$ cat src/rtl/encoder_4x2.sv
// Registered 4-to-2 priority encoder with valid/multi-hot flags and a saturating multi-hot counter.
// Latency 1 cycle from Y to every output; en=0 freezes all state except the clr path on multi_cnt.
module encoder_4x2 #(
    parameter bit HI_PRIORITY  = 1'b1,
    parameter bit HOLD_ON_ZERO = 1'b0,
    parameter int CNT_W        = 8
) (
    input  logic             clk,
    input  logic             rst_n,
    input  logic             en,
    input  logic             clr,
    input  logic [3:0]       Y,
    output logic [1:0]       A,
    output logic             valid,
    output logic             multi,
    output logic [CNT_W-1:0] multi_cnt
);

    localparam logic [CNT_W-1:0] CNT_MAX = {CNT_W{1'b1}};
    localparam logic [CNT_W-1:0] CNT_ONE = {{(CNT_W-1){1'b0}}, 1'b1};

    logic [1:0]       a_q, a_d;
    logic             valid_q, valid_d;
    logic             multi_q, multi_d;
    logic [CNT_W-1:0] cnt_q, cnt_d;

    logic [1:0]       win_idx;
    logic             any_set;
    logic             multi_hot;

    // Later loop iterations overwrite earlier ones, so iteration order picks the priority.
    always_comb begin
        win_idx = 2'b00;
        if (HI_PRIORITY) begin
            for (int i = 0; i < 4; i++) begin
                if (Y[i]) win_idx = 2'(i);
            end
        end else begin
            for (int i = 3; i >= 0; i--) begin
                if (Y[i]) win_idx = 2'(i);
            end
        end
    end

    assign any_set   = |Y;
    // Clearing the lowest set bit leaves something behind only if two or more bits were set.
    assign multi_hot = (Y & (Y - 4'd1)) != 4'd0;

    always_comb begin
        a_d     = a_q;
        valid_d = valid_q;
        multi_d = multi_q;
        cnt_d   = cnt_q;
        if (en) begin
            valid_d = any_set;
            multi_d = multi_hot;
            if (any_set) begin
                a_d = win_idx;
            end else if (!HOLD_ON_ZERO) begin
                a_d = 2'b00;
            end
            if (multi_hot && (cnt_q != CNT_MAX)) begin
                cnt_d = cnt_q + CNT_ONE;
            end
        end
        if (clr) begin
            cnt_d = '0;
        end
    end

    always_ff @(posedge clk or negedge rst_n) begin
        if (!rst_n) begin
            a_q     <= 2'b00;
            valid_q <= 1'b0;
            multi_q <= 1'b0;
            cnt_q   <= '0;
        end else begin
            a_q     <= a_d;
            valid_q <= valid_d;
            multi_q <= multi_d;
            cnt_q   <= cnt_d;
        end
    end

    assign A         = a_q;
    assign valid     = valid_q;
    assign multi     = multi_q;
    assign multi_cnt = cnt_q;

endmodule

$ cat config.mk
export PLATFORM = sky130hd
export DESIGN_NAME = encoder_4x2
export DESIGN_NICKNAME = d
export VERILOG_FILES = /design/src/rtl/encoder_4x2.sv
export SDC_FILE = /design/constraint.sdc
export NUM_CORES = 1
export LEC_CHECK = 0
export CAP_MARGIN = 5
export CORE_MARGIN = 3
export CORE_UTILIZATION = 33
export DETAILED_ROUTE_END_ITERATION = 8
export PLACE_DENSITY = 0.65
export REMOVE_ABC_BUFFERS = 1
export SLEW_MARGIN = 30
export SYNTH_ARGS = -nofsm -noshare
export SYNTH_HDL_FRONTEND = slang
export SYNTH_SLANG_ARGS = --single-unit
$ cat constraint.sdc
create_clock -name clk -period 2.1 [get_ports clk]
set_input_delay 0.315 -clock clk [delete_from_list [all_inputs] [get_ports clk]]
set_output_delay 0.315 -clock clk [all_outputs]
set_load 0.05 [all_outputs]
## Yosys cells after proc, flatten, opt, wreduce, memory -nomap -nowiden

Cells that the tools add are included.

- Bits in writable memories: 0
- Bits in latches: 0
- Bits in registers: 12
- Logic and storage cells: 21
- Output and inout port bits: 12
- Memories kept: 0
- Memory bits (read-only): 0

- $add $sub $neg: 2
- Shift-type cells: 0
- Reductions and logical operators: 6
- Mux-type cells: 7
- $mul: 0
- $lt $le $gt $ge: 0
- Equal/unequal tests: 1
- Bitwise gates (word level): 1
- Divide/modulo/power cells: 0

Operators by type and width:

| kind | count |
|---|---|
| 8-bit two-way mux | 3 |
| 8-bit by 1-bit adder with 8-bit output, second input constant | 1 |
| 8-bit inequality test, second input constant | 1 |
| 2-bit two-way mux | 3 |
| 4-bit bitwise AND | 1 |
| 2-bit nonzero test | 2 |
| 4-bit nonzero test | 1 |
| 4-bit OR reduction | 1 |
| 4-bit by 1-bit subtractor with 4-bit output, second input constant | 1 |
| 2-bit AND reduction | 1 |
| 1-bit logical AND | 1 |
| 1-bit two-way mux | 1 |

## Depth between registers and ports, before layout

- Depth after elaboration: 7
- Gate-level depth with buffers: 5
- Depth with buffers taken out: 5

## Worst setup path before layout

No wires, ideal clock.

- Kind: register to register
- Start: register cnt_q[0], in the netlist multi_cnt[0]
- End: register cnt_q[4], in the netlist multi_cnt[4]
- Clock period less this slack: 1.765 ns
- Data arrival time: 1.687 ns
- Path buffers: 0
- Path slack: 0.335 ns
- Stages on the path, launching flop included: 5
- Path through: dfrtp_1 -> ha_1 -> nand3_1 -> or4_1 -> a21oi_1

- Longest elaborated chain between the ends: 4

Ends and longest elaborated chain:

| what | RTL line | RTL |
|---|---|---|
| from (decl) | 25 | `logic [CNT_W-1:0] cnt_q, cnt_d;` |
| from (signal assigned) | 81 | `cnt_q <= cnt_d;` |
| 8-bit by 1-bit adder with 8-bit output or 8-bit inequality test (tied branches) | 63, 62 |  |
| 8-bit two-way mux or 1-bit logical AND (tied branches) | 62 | `if (multi_hot && (cnt_q != CNT_MAX)) begin` |
| 8-bit two-way mux or 2-bit nonzero test (tied branches) | n/a |  |
| 8-bit two-way mux or 2-bit AND reduction (tied branches) | n/a |  |

Several ways; a longest one is shown, not always the timed one. The select of a mux whose other input is x is not followed.
A chain may end at the register's enable or synchronous reset.

## Worst setup path after layout

- Start: register cnt_q[3], in the netlist multi_cnt[3]
- End: output port multi_cnt[3]

RTL lines:

| what | RTL line | RTL |
|---|---|---|
| to (decl) | 16 | `output logic [CNT_W-1:0] multi_cnt` |

No word-level cell between the ends.

==> results.sh <==
export IMPL_grtUsageMet1_pct=15.69
export IMPL_multi_input_area_um2=307.8
export IMPL_cpPeakStageDelay_ps=840
export IMPL_skew_ps=6.711
export IMPL_slew_violations=0
export IMPL_tns_ps=0
export IMPL_drc=0
export IMPL_use_met2_pct=19.38
export IMPL_synth_edff_count=0
export IMPL_ant_nets=0
export IMPL_status="finished, final reports clean"
export IMPL_dp_cells=112
export IMPL_drive_above_1_share_pct=9.890
export IMPL_clock_latency_ps=270
export IMPL_finalCritPeriodShare_pct=90.26
export IMPL_syn_cell_area_um2=626.9
export IMPL_start_util_pct=35.53
export IMPL_die_w_um=49.59
export IMPL_grt_max_degree=13
export IMPL_io_buffers=19
export IMPL_cts_max_path_buffers=2
export IMPL_grt_pass1_vias=557
export IMPL_drt_vias_per_instance=5.362
export IMPL_rows=15
export IMPL_final_setup_viol_count=0
export IMPL_nNetsFinal=101
export IMPL_fp_dieArea_um2=2459
export IMPL_powerDensity_nw_per_um2=598.2
export IMPL_ys_seq_elements=12
export IMPL_fin_crit_ps=1896
export IMPL_cts_resized=0
export IMPL_cp_end_kind="primary output"
export IMPL_cts_root_buf="clkbuf_4"
export IMPL_busiest_layer="met2"
export IMPL_mostFrequentLayoutCell="clkdlybuf4s50_1"
export IMPL_async_flop_share_pct=100.0
export IMPL_overflow=0
export IMPL_path_clk_slew_ps=80
export IMPL_drtIter0Drc=11
export IMPL_rsz0062_at_grt="false"
export IMPL_path_cells="clkdlybuf4s50_1"
export IMPL_regArea_um2=300.3
export IMPL_routed_wirelength_um=1457
export IMPL_ys_flop_type="dfrtp_1"
export IMPL_vias=622
export IMPL_hpwl_um=1083
export IMPL_avgRoutedWirePerCell_um=12.56
export IMPL_grt_pass1_wl_um=2380
export IMPL_final_cell_mix="clkdlybuf4s50_1 (19), dfrtp_1 (12), a21oi_1 (11)"
export IMPL_synth_area_top_cells="dfrtp_1 (48%), a21oi_1 (8.8%), nor2_1 (4.2%)"
export IMPL_synth_area_per_cell_um2=9.356
export IMPL_timing_critical_path_buf_inv=1
export IMPL_cts_setup_buffers=0
export IMPL_maxCapViolations=0
export IMPL_diodes=0
export IMPL_area_growth_pct=42.91
export IMPL_synth_top_area_share_pct=47.90
export IMPL_cts_tree="built"
export IMPL_worst_pin_slew_ps=545.3
export IMPL_critPathArrivalTime_ps=1580
export IMPL_antenna_found_initial=0
export IMPL_synth_cell_types=29
export IMPL_io_pin_count=20
export IMPL_clock_fmax_mhz=527.6
export IMPL_max_slew_margin_pct=63.53
export IMPL_detail_route_first_pass_iterations=4
export IMPL_required_ps=1780
export IMPL_finalNonFillerCells=116
export IMPL_grt_usage_pct=12.59
export IMPL_n_fill_cell=179
export IMPL_ir_drop_mv=0.3499
export IMPL_cp_max_fo=7
export IMPL_path_delay_family="buffers and inverters"
export IMPL_die_height_um=49.59
export IMPL_ys_warn_count=0
export IMPL_power_leakage_nw=0.3593
export IMPL_cts_htree_levels=1
export IMPL_coreArea_um2=1764
export IMPL_gp_congestion=0.8903
export IMPL_hold_viol=0
export IMPL_grtUsageMet3_pct=3.625
export IMPL_cts_buffers=3
export IMPL_ctsHoldBuffers=0
export IMPL_cts_sinks=12
export IMPL_min_path_type="in -> async"
export IMPL_synth_top_area_cell="dfrtp_1"
export IMPL_seq_area_frac_synth_pct=47.90
export IMPL_crit_path_start_kind="flop"
export IMPL_slowest_stage="clkdlybuf4s50_1"
export IMPL_syn_inst=67
export IMPL_crit_type="reg -> out"
[Yosys cell counts (all sizes together) (2+ instances only)]
master	n
dfrtp	12
a21oi	11
nor2	7
nor3	4
o21ai	4
nand3	3
and3	2
inv	2
nand2	2
nand4	2
[stage by stage]
stage               hold WS, ps  worst slack (ps)  util, %  cell area (µm²)  total power (W)
floorplan                 19.41             335.5        -            615.6        0.0003043
global placement          513.7             144.1    48.72            859.6        0.0003570
detailed placement        519.2             129.5    48.72            859.6        0.0003579
CTS                       405.5             202.7    50.78            895.9        0.0005451
global route              412.9             149.5    50.78            895.9        0.0005647
finish                    390.5             204.5    50.78            895.9        0.0005359
[cell type report]
class                           instances  share of cell area [%]
Timing Repair Buffer                   22                   23.74
Clock buffer                            4                   4.050
Multi-Input combinational cell         51                   34.36
Inverter                                2                  0.8380
Tap cell                               25                   3.492
Sequential cell                        12                   33.52
[sequential cells by signal, summed over array words and instances (netlist names)]
register	flops
multi	1
valid	1
multi_cnt	8
A	2
[kinds of logic (layout without fill, tap and decap cells)]
family	Yosys count	in the layout	synth area share, %
muxes	1	1	1.796
adders and majority gates	2	2	3.593
and+or+nand+nor	26	26	21.96
AOI/OAI and AO/OA	22	22	21.76
DFF	12	12	47.90
buffers and inverters	4	28	2.994
[report_power, final]
part / leakage (nW) / switching, W / internal [W]
clock network: 0.0210 / 0.0000778 / 0.000105
logic: 0.186 / 0.0000640 / 0.0000421
registers: 0.152 / 0.00000697 / 0.000240
[path summary, 6_finish.rpt]
kind | from | end | slack, ps | cells after the start
hold reg to reg | multi$_DFFE_PN0P_ | multi$_DFFE_PN0P_ | 520 | 2
min in group clk | multi$_DFFE_PN0P_ | multi$_DFFE_PN0P_ | 520 | 2
setup / recovery | multi_cnt[3]$_DFFE_PN0P_ | multi_cnt[3] | 200 | 1
hold / removal | rst_n | multi_cnt[1]$_DFFE_PN0P_ | 390 | 1
max in group asynchronous | rst_n | multi_cnt[6]$_DFFE_PN0P_ | 1340 | 1
setup reg to reg | multi_cnt[0]$_DFFE_PN0P_ | multi_cnt[4]$_DFFE_PN0P_ | 490 | 4
[metal layers]
layer / vias to the layer above / part of all wire (%)
met4: 0 / 1.6
met5: - / 0
met3: 2 / 5.6
met1: 299 / 46
met2: 19 / 47
li1: 302 / -
(Power assumes the default switching activity.)
